File: config.mk
export PLATFORM = sky130hd
export DESIGN_NAME = pipeline_stage_skid
export DESIGN_NICKNAME = d
export VERILOG_FILES = /design/src/rtl/pipeline_pkg.sv /design/src/rtl/pipeline_stage_skid.sv
export SDC_FILE = /design/constraint.sdc
export NUM_CORES = 1
export LEC_CHECK = 0
export CAP_MARGIN = 10
export CORE_ASPECT_RATIO = 1.25
export CORE_MARGIN = 2
export CORE_UTILIZATION = 46
export CTS_CLUSTER_DIAMETER = 150
export DETAILED_ROUTE_END_ITERATION = 6
export GPL_ROUTABILITY_DRIVEN = 0
export HOLD_SLACK_MARGIN = 0.15
export MAX_ROUTING_LAYER = met4
export PLACE_DENSITY = 0.74
export SETUP_SLACK_MARGIN = 0.5
export SLEW_MARGIN = 25
export SYNTH_ARGS = -nofsm -noshare
export SYNTH_HDL_FRONTEND = slang
export SYNTH_SLANG_ARGS = --single-unit
File: constraint.sdc
create_clock -name clock -period 1.6 [get_ports clock]
set_input_delay 0.32 -clock clock [delete_from_list [all_inputs] [get_ports clock]]
set_output_delay 0.32 -clock clock [all_outputs]
set_load 0.02 [all_outputs]
File: src/rtl/pipeline_pkg.sv
// Shared types for the processor pipeline stage registers.
// Holds the fetch/decode bundle, the NOP encoding and stage states.
package pipeline_pkg;

    localparam logic [31:0] NOP_INSTR = 32'h0000_0013;

    typedef struct packed {
        logic [31:0] pc;
        logic [31:0] instruction;
    } fetch_decode_t;

    localparam int FETCH_DECODE_W = $bits(fetch_decode_t);

    typedef enum logic [1:0] {
        EMPTY = 2'd0,
        FULL  = 2'd1,
        SKID  = 2'd2
    } stage_state_e;

    function automatic logic [1:0] occ_of(stage_state_e s);
        unique case (s)
            EMPTY:   occ_of = 2'd0;
            FULL:    occ_of = 2'd1;
            SKID:    occ_of = 2'd2;
            default: occ_of = 2'd0;
        endcase
    endfunction

endpackage

File: src/rtl/pipeline_stage_skid.sv
// Generic valid/ready pipeline register with skid buffer and flush.
// Ports:
//   clock, reset     : rising-edge clock, synchronous active-high reset
//   flush            : squash all held entries, output becomes a bubble
//   in_valid/in_ready/in_data    : upstream handshake and payload
//   out_valid/out_ready/out_data : downstream handshake and payload
//   occupancy        : number of held entries (0..2)
module pipeline_stage_skid
    import pipeline_pkg::*;
#(
    parameter int              DATA_W   = 64,
    parameter logic [DATA_W-1:0] NOP_DATA = 64'h0000_0000_0000_0013,
    parameter bit              SKID_EN  = 1'b1
) (
    input  logic              clock,
    input  logic              reset,
    input  logic              flush,
    input  logic              in_valid,
    output logic              in_ready,
    input  logic [DATA_W-1:0] in_data,
    output logic              out_valid,
    input  logic              out_ready,
    output logic [DATA_W-1:0] out_data,
    output logic [1:0]        occupancy
);

    stage_state_e      state_q, state_d;
    logic [DATA_W-1:0] main_q, main_d;
    logic [DATA_W-1:0] skid_q, skid_d;
    logic              out_valid_q;
    logic [1:0]        occ_q;
    logic              in_ready_q;

    logic in_fire;
    logic out_fire;

    // Without the skid entry, readiness must follow out_ready directly;
    // in_ready_q then only masks the reset cycle.
    assign in_ready = SKID_EN ? in_ready_q
                    : (in_ready_q && (!out_valid_q || out_ready));

    assign in_fire  = in_valid && in_ready;
    assign out_fire = out_valid_q && out_ready;

    always_comb begin
        state_d = state_q;
        main_d  = main_q;
        skid_d  = skid_q;
        if (flush) begin
            // A same-cycle output transfer has already been consumed.
            state_d = EMPTY;
            main_d  = NOP_DATA;
        end else begin
            unique case (state_q)
                EMPTY: begin
                    if (in_fire) begin
                        state_d = FULL;
                        main_d  = in_data;
                    end
                end
                FULL: begin
                    if (in_fire && out_fire) begin
                        main_d = in_data;
                    end else if (out_fire) begin
                        state_d = EMPTY;
                        main_d  = NOP_DATA;
                    end else if (in_fire) begin
                        state_d = SKID;
                        skid_d  = in_data;
                    end
                end
                SKID: begin
                    if (out_fire) begin
                        state_d = FULL;
                        main_d  = skid_q;
                    end
                end
                default: begin
                    state_d = EMPTY;
                    main_d  = NOP_DATA;
                end
            endcase
        end
    end

    always_ff @(posedge clock) begin
        if (reset) begin
            state_q     <= EMPTY;
            main_q      <= NOP_DATA;
            skid_q      <= NOP_DATA;
            out_valid_q <= 1'b0;
            occ_q       <= 2'd0;
            in_ready_q  <= 1'b0;
        end else begin
            state_q     <= state_d;
            main_q      <= main_d;
            skid_q      <= skid_d;
            out_valid_q <= (state_d != EMPTY);
            occ_q       <= occ_of(state_d);
            in_ready_q  <= !SKID_EN || (state_d != SKID);
        end
    end

    assign out_valid = out_valid_q;
    assign out_data  = main_q;
    assign occupancy = occ_q;

endmodule

==> results of run 1 <==
[how the worst max path moves through the flow]
stage / from / end / slack, ns / cells after the start
after floorplan: out_valid / skid_q[16] / -0.14 / 8
after global placement: in_valid / skid_q[9] / -0.35 / 7
after detailed placement: in_valid / skid_q[38] / -0.37 / 7
after CTS: in_ready / skid_q[54] / 0.06 / 6
after global routing: state_q[0] / out_data[1] / -0.16 / 8
final: state_q[1] / skid_q[54] / -0.07 / 7
[logic make-up (layout without fill, tap and decap cells)]
family | Yosys count | after routing | synth area share, %
and+or+nand+nor | 283 | 283 | 18.8
AOI/OAI and AO/OA | 200 | 200 | 22.9
DFF | 134 | 134 | 41.9
buffers and inverters | 79 | 285 | 6.78
muxes | 61 | 61 | 9.54
xor gates and xnor gates | 1 | 1 | 0.137
other | 0 | 1 | 0
[area by class of cell]
class	count	area share, %
Sequential cell	134	26.1
Clock buffer	23	4.58
Antenna cell	1	0.0235
Timing Repair Buffer	252	29.3
Inverter	1	0.0352
Clock inverter	9	1.15
Multi-Input combinational cell	545	36.8
Tap cell	175	2.05
[report_power, final]
part	switching, mW	leakage (nW)	internal, mW
Combinational	0.753	2.30	0.754
Sequential	0.0431	1.12	3.39
Clock	1.50	0.303	2.60
Total	2.30	3.71	6.74
[registers in the layout, indices dropped and copies added, names as in the netlist]
signal,count
in_ready,1
occupancy,2
out_data,64
out_valid,1
skid_q,64
state_q,2
[repair_timing]
item / in CTS / in global routing
pin swaps: 7 / 37
cloned: 13 / 11
buffers inserted: 36 / 22
resized for setup: 535 / 96
hold buffers: 0 / 0
endpoints found under the setup margin: 202 / 202
[cell usage after synthesis, drive strengths merged]
library cell	number
a21oi	68
a22oi	61
a31oi	1
and2	1
buf	40
clkbuf	38
dfxtp	134
inv	1
mux2i	61
nand2	132
nand2b	1
nand3	63
nand3b	4
nor2	70
nor2b	4
nor3	5
nor4	1
o21a	3
o21ai	3
o21ba	1
o22ai	62
o2bb2ai	1
or2	1
or4	1
xnor2	1
[per-layer routing]
layer	part of all wire [%]	track usage, %
met1	36	33.4
met2	51	53.9
met3	7.6	6.09
met4	5.8	19.0
met5	0	-
[worst register-to-register path, delay by kind of cell (launching register included)]
| kind | cells | cell delay, ns |
|---|---|---|
| AND/OR/NAND/NOR | 3 | 0.55 |
| buffers and inverters | 3 | 0.52 |
| flip-flops | 1 | 0.38 |
| AO/OA/AOI/OAI | 1 | 0.16 |
==> flow_results.org, run 1 <==
** Outcome
- Result of the run :: complete, but fails checks
- The final reports fail on negative setup slack.

** Pwr
- Total power divided by cell area :: 848 nW/um^2
- Leak pwr :: 3.71 nW
- The worst-case IR drop observed on VDD is 0.688 mV.
- Power comes to 9.04 mW.

** Placed design
- The count of buffers added on input and output ports is 136.
- Summing all placed instances gives a cell area of 8070 um^2.
- Summed over all nets, the half-perimeter wirelength after detailed placement is 12100 um.
- Counting tap cells, the placed design contains a total of 1025 instances.
- Worst slack after detailed placement :: -0.375 ns

** Timing
- In the final timing run, aggregate negative setup slack is -0.459 ns.
- Setup repair after global routing could not meet its margin everywhere.
- Highest Clock Rate :: 597 MHz
- Max_slew headroom :: 58.0%
- Share of the cycle needed by the critical path after routing :: 105%
- Final hold analysis gives a worst-case slack of 0.301 ns.
- For the finished layout, the period the worst path requires is 1.67 ns.
- Hold Violations, Final :: 0
- Setup violations remaining at the end of the flow were counted as 25.
- In the post-route analysis, the smallest setup slack over all paths is -0.0737 ns.
- On the final layout, the worst clock skew is 0.00792 ns.
- The number of max-slew violations in the final report was 0.
- Worst Tran Pin Value :: 0.627 ns

** Detailed routing
- The first TritonRoute pass finished after 5 iterations.
- Via count :: 7199
- Mean routed wirelength per cell :: 23.5 um
- Post-detailed-route via-to-cell ratio :: 6.31
- Final routed DRC violation total :: 0
- Summed over all layers, the routed wires come to 26800 um.
- Iteration-0 DRC count of the detailed router :: 662
- Count of nets left with antenna violations after detail routing :: 0

** Clock tree
- CTS built an H-tree with a depth of 4.
- Clock-pin slew was measured on the worst setup and hold paths at 0.06 ns.
- Cts bufs inserted :: 17
- Clock tree from TritonCTS :: built
- Counting every sink on the clock net gives 134.
- CTS root buf :: sky130_fd_sc_hd__clkbuf_16
- For the worst-skew pair, the clock arrives at the later sink with an insertion delay of 0.43 ns.
- In this run the deepest clock path goes through 2 buffers.

** Yosys
- Number of standard cells after synthesis :: 758
- Of the post-synthesis cell area, the dominant cell type holds 41.9%.
- Counting distinct cell types in the post-synthesis netlist gives 30.
- Counting flops and latches in the post-synthesis netlist gives 134.
- For this run, the number of Yosys warnings is 0.
- The mapped netlist covers 6400 um^2.
- Top cells by area in the synthesized netlist :: sky130_fd_sc_hd__dfxtp_1 (42%), sky130_fd_sc_hd__mux2i_1 (9.5%), sky130_fd_sc_hd__nand2_1 (7.7%), sky130_fd_sc_hd__a21oi_2 (7.7%), sky130_fd_sc_hd__a22oi_1 (7.2%)
- The number of nets in the synthesized netlist is 827.
- Register area share after synthesis :: 41.9%
- Library cell occupying the most area in the post-synthesis netlist :: sky130_fd_sc_hd__dfxtp_1
- A synthesized cell averages 8.45 um^2.

** Floorplan
- The initial utilization of the core area, before any placement, comes to 46.8%.
- Die Area :: 14900 um^2
- Die span in x :: 110 um
- Row cnt :: 48
- The floorplan step defined a core boundary enclosing 13700 um^2.
- Die Ht :: 136 um
- Top-Level Pins :: 137

** Global routing
- In the global route stage, overall resource usage came out at 31.6%.
- Remaining global-route overflow :: 0
- Via count of the first global-routing pass :: 6787
- First-pass GRT wire length :: 34800 um
- Entering global routing, the biggest net connects 51 pins.
- The number of antenna violations at the first check in global routing was 1.

** Setup path
- Nature of the critical path startpoint :: flop
- Critical register-to-register path endpoint :: skid_q[54]
- Start of the worst register-to-register path :: state_q[1]
- Arrival time at the worst endpoint :: 2.03 ns
- The kind of cell with the highest combined delay along the critical path is simple AND/OR/NAND/NOR gates.
- Data required time of the worst path :: 1.96 ns
- Cell-by-cell listing of the critical path :: nand2b_4 -> buf_6 -> nor4_4 -> buf_6 -> buf_8 -> nand2_1 -> a21oi_2
- The largest single stage delay on the critical path is 0.38 ns.
- By startpoint and endpoint, the worst setup path is classified as reg -> reg.
- The worst register-to-register path has a setup slack of -0.07 ns.
- WP buf/inv :: 3
- The number of cells on the worst reg-to-reg path is 7.
- In this run the worst path has a maximum fanout of 12.
- Slowest cell on the critical path :: sky130_fd_sc_hd__dfxtp_4
- The cell that appears most often on the critical path is sky130_fd_sc_hd__buf_6.
- STA classifies the critical path endpoint as a flop.

** Final layout
- Of the cells placed in the final design, the portion with a size suffix greater than 1 is 47.1%.
- Leaving out fill and tap cells, the most frequent cells in the layout are sky130_fd_sc_hd__nand2_1 (118), sky130_fd_sc_hd__buf_6 (77), sky130_fd_sc_hd__nor2_1 (68).
- In the final layout, the multi-input gates occupy 3920 um^2.
- For this run, the share of the core covered by cells in the final layout is 77.8%.
- Most frequent standard cell in the layout excluding fill and tap cells :: sky130_fd_sc_hd__nand2_1
- After filler insertion, the fill cell instance count of the layout stands at 813.
- Number of standard cells in the final layout excluding fillers :: 1140
- Layout overhead on the synthesized area :: 66.5%
- In the final layout, flip-flops and latches occupy 2780 um^2.
- Area of all placed cells without fillers :: 10700 um^2
- Number of nets in the layout :: 1020

** Hold path
- Source of the worst hold timing path :: reset
- Terminating pin of the worst hold path :: out_data[0]
- The worst hold path was traced through 3 stages.
- Kind of path behind the tightest hold check :: in -> reg

** Run
- The tool flagged a number of max-cap violations equal to 0.
(Power assumes the default switching activity.)
==> inputs of run 2 (changes only) <==
- CTS_CLUSTER_DIAMETER: 150 -> 40
==> results of run 2 <==
Final layout, timing and power as in run 1 (identical DEF).
==> inputs of run 3 (changes only) <==
- CAP_MARGIN: 10 -> 15
==> results of run 3 <==
Final layout, timing and power as in run 1 (identical DEF).
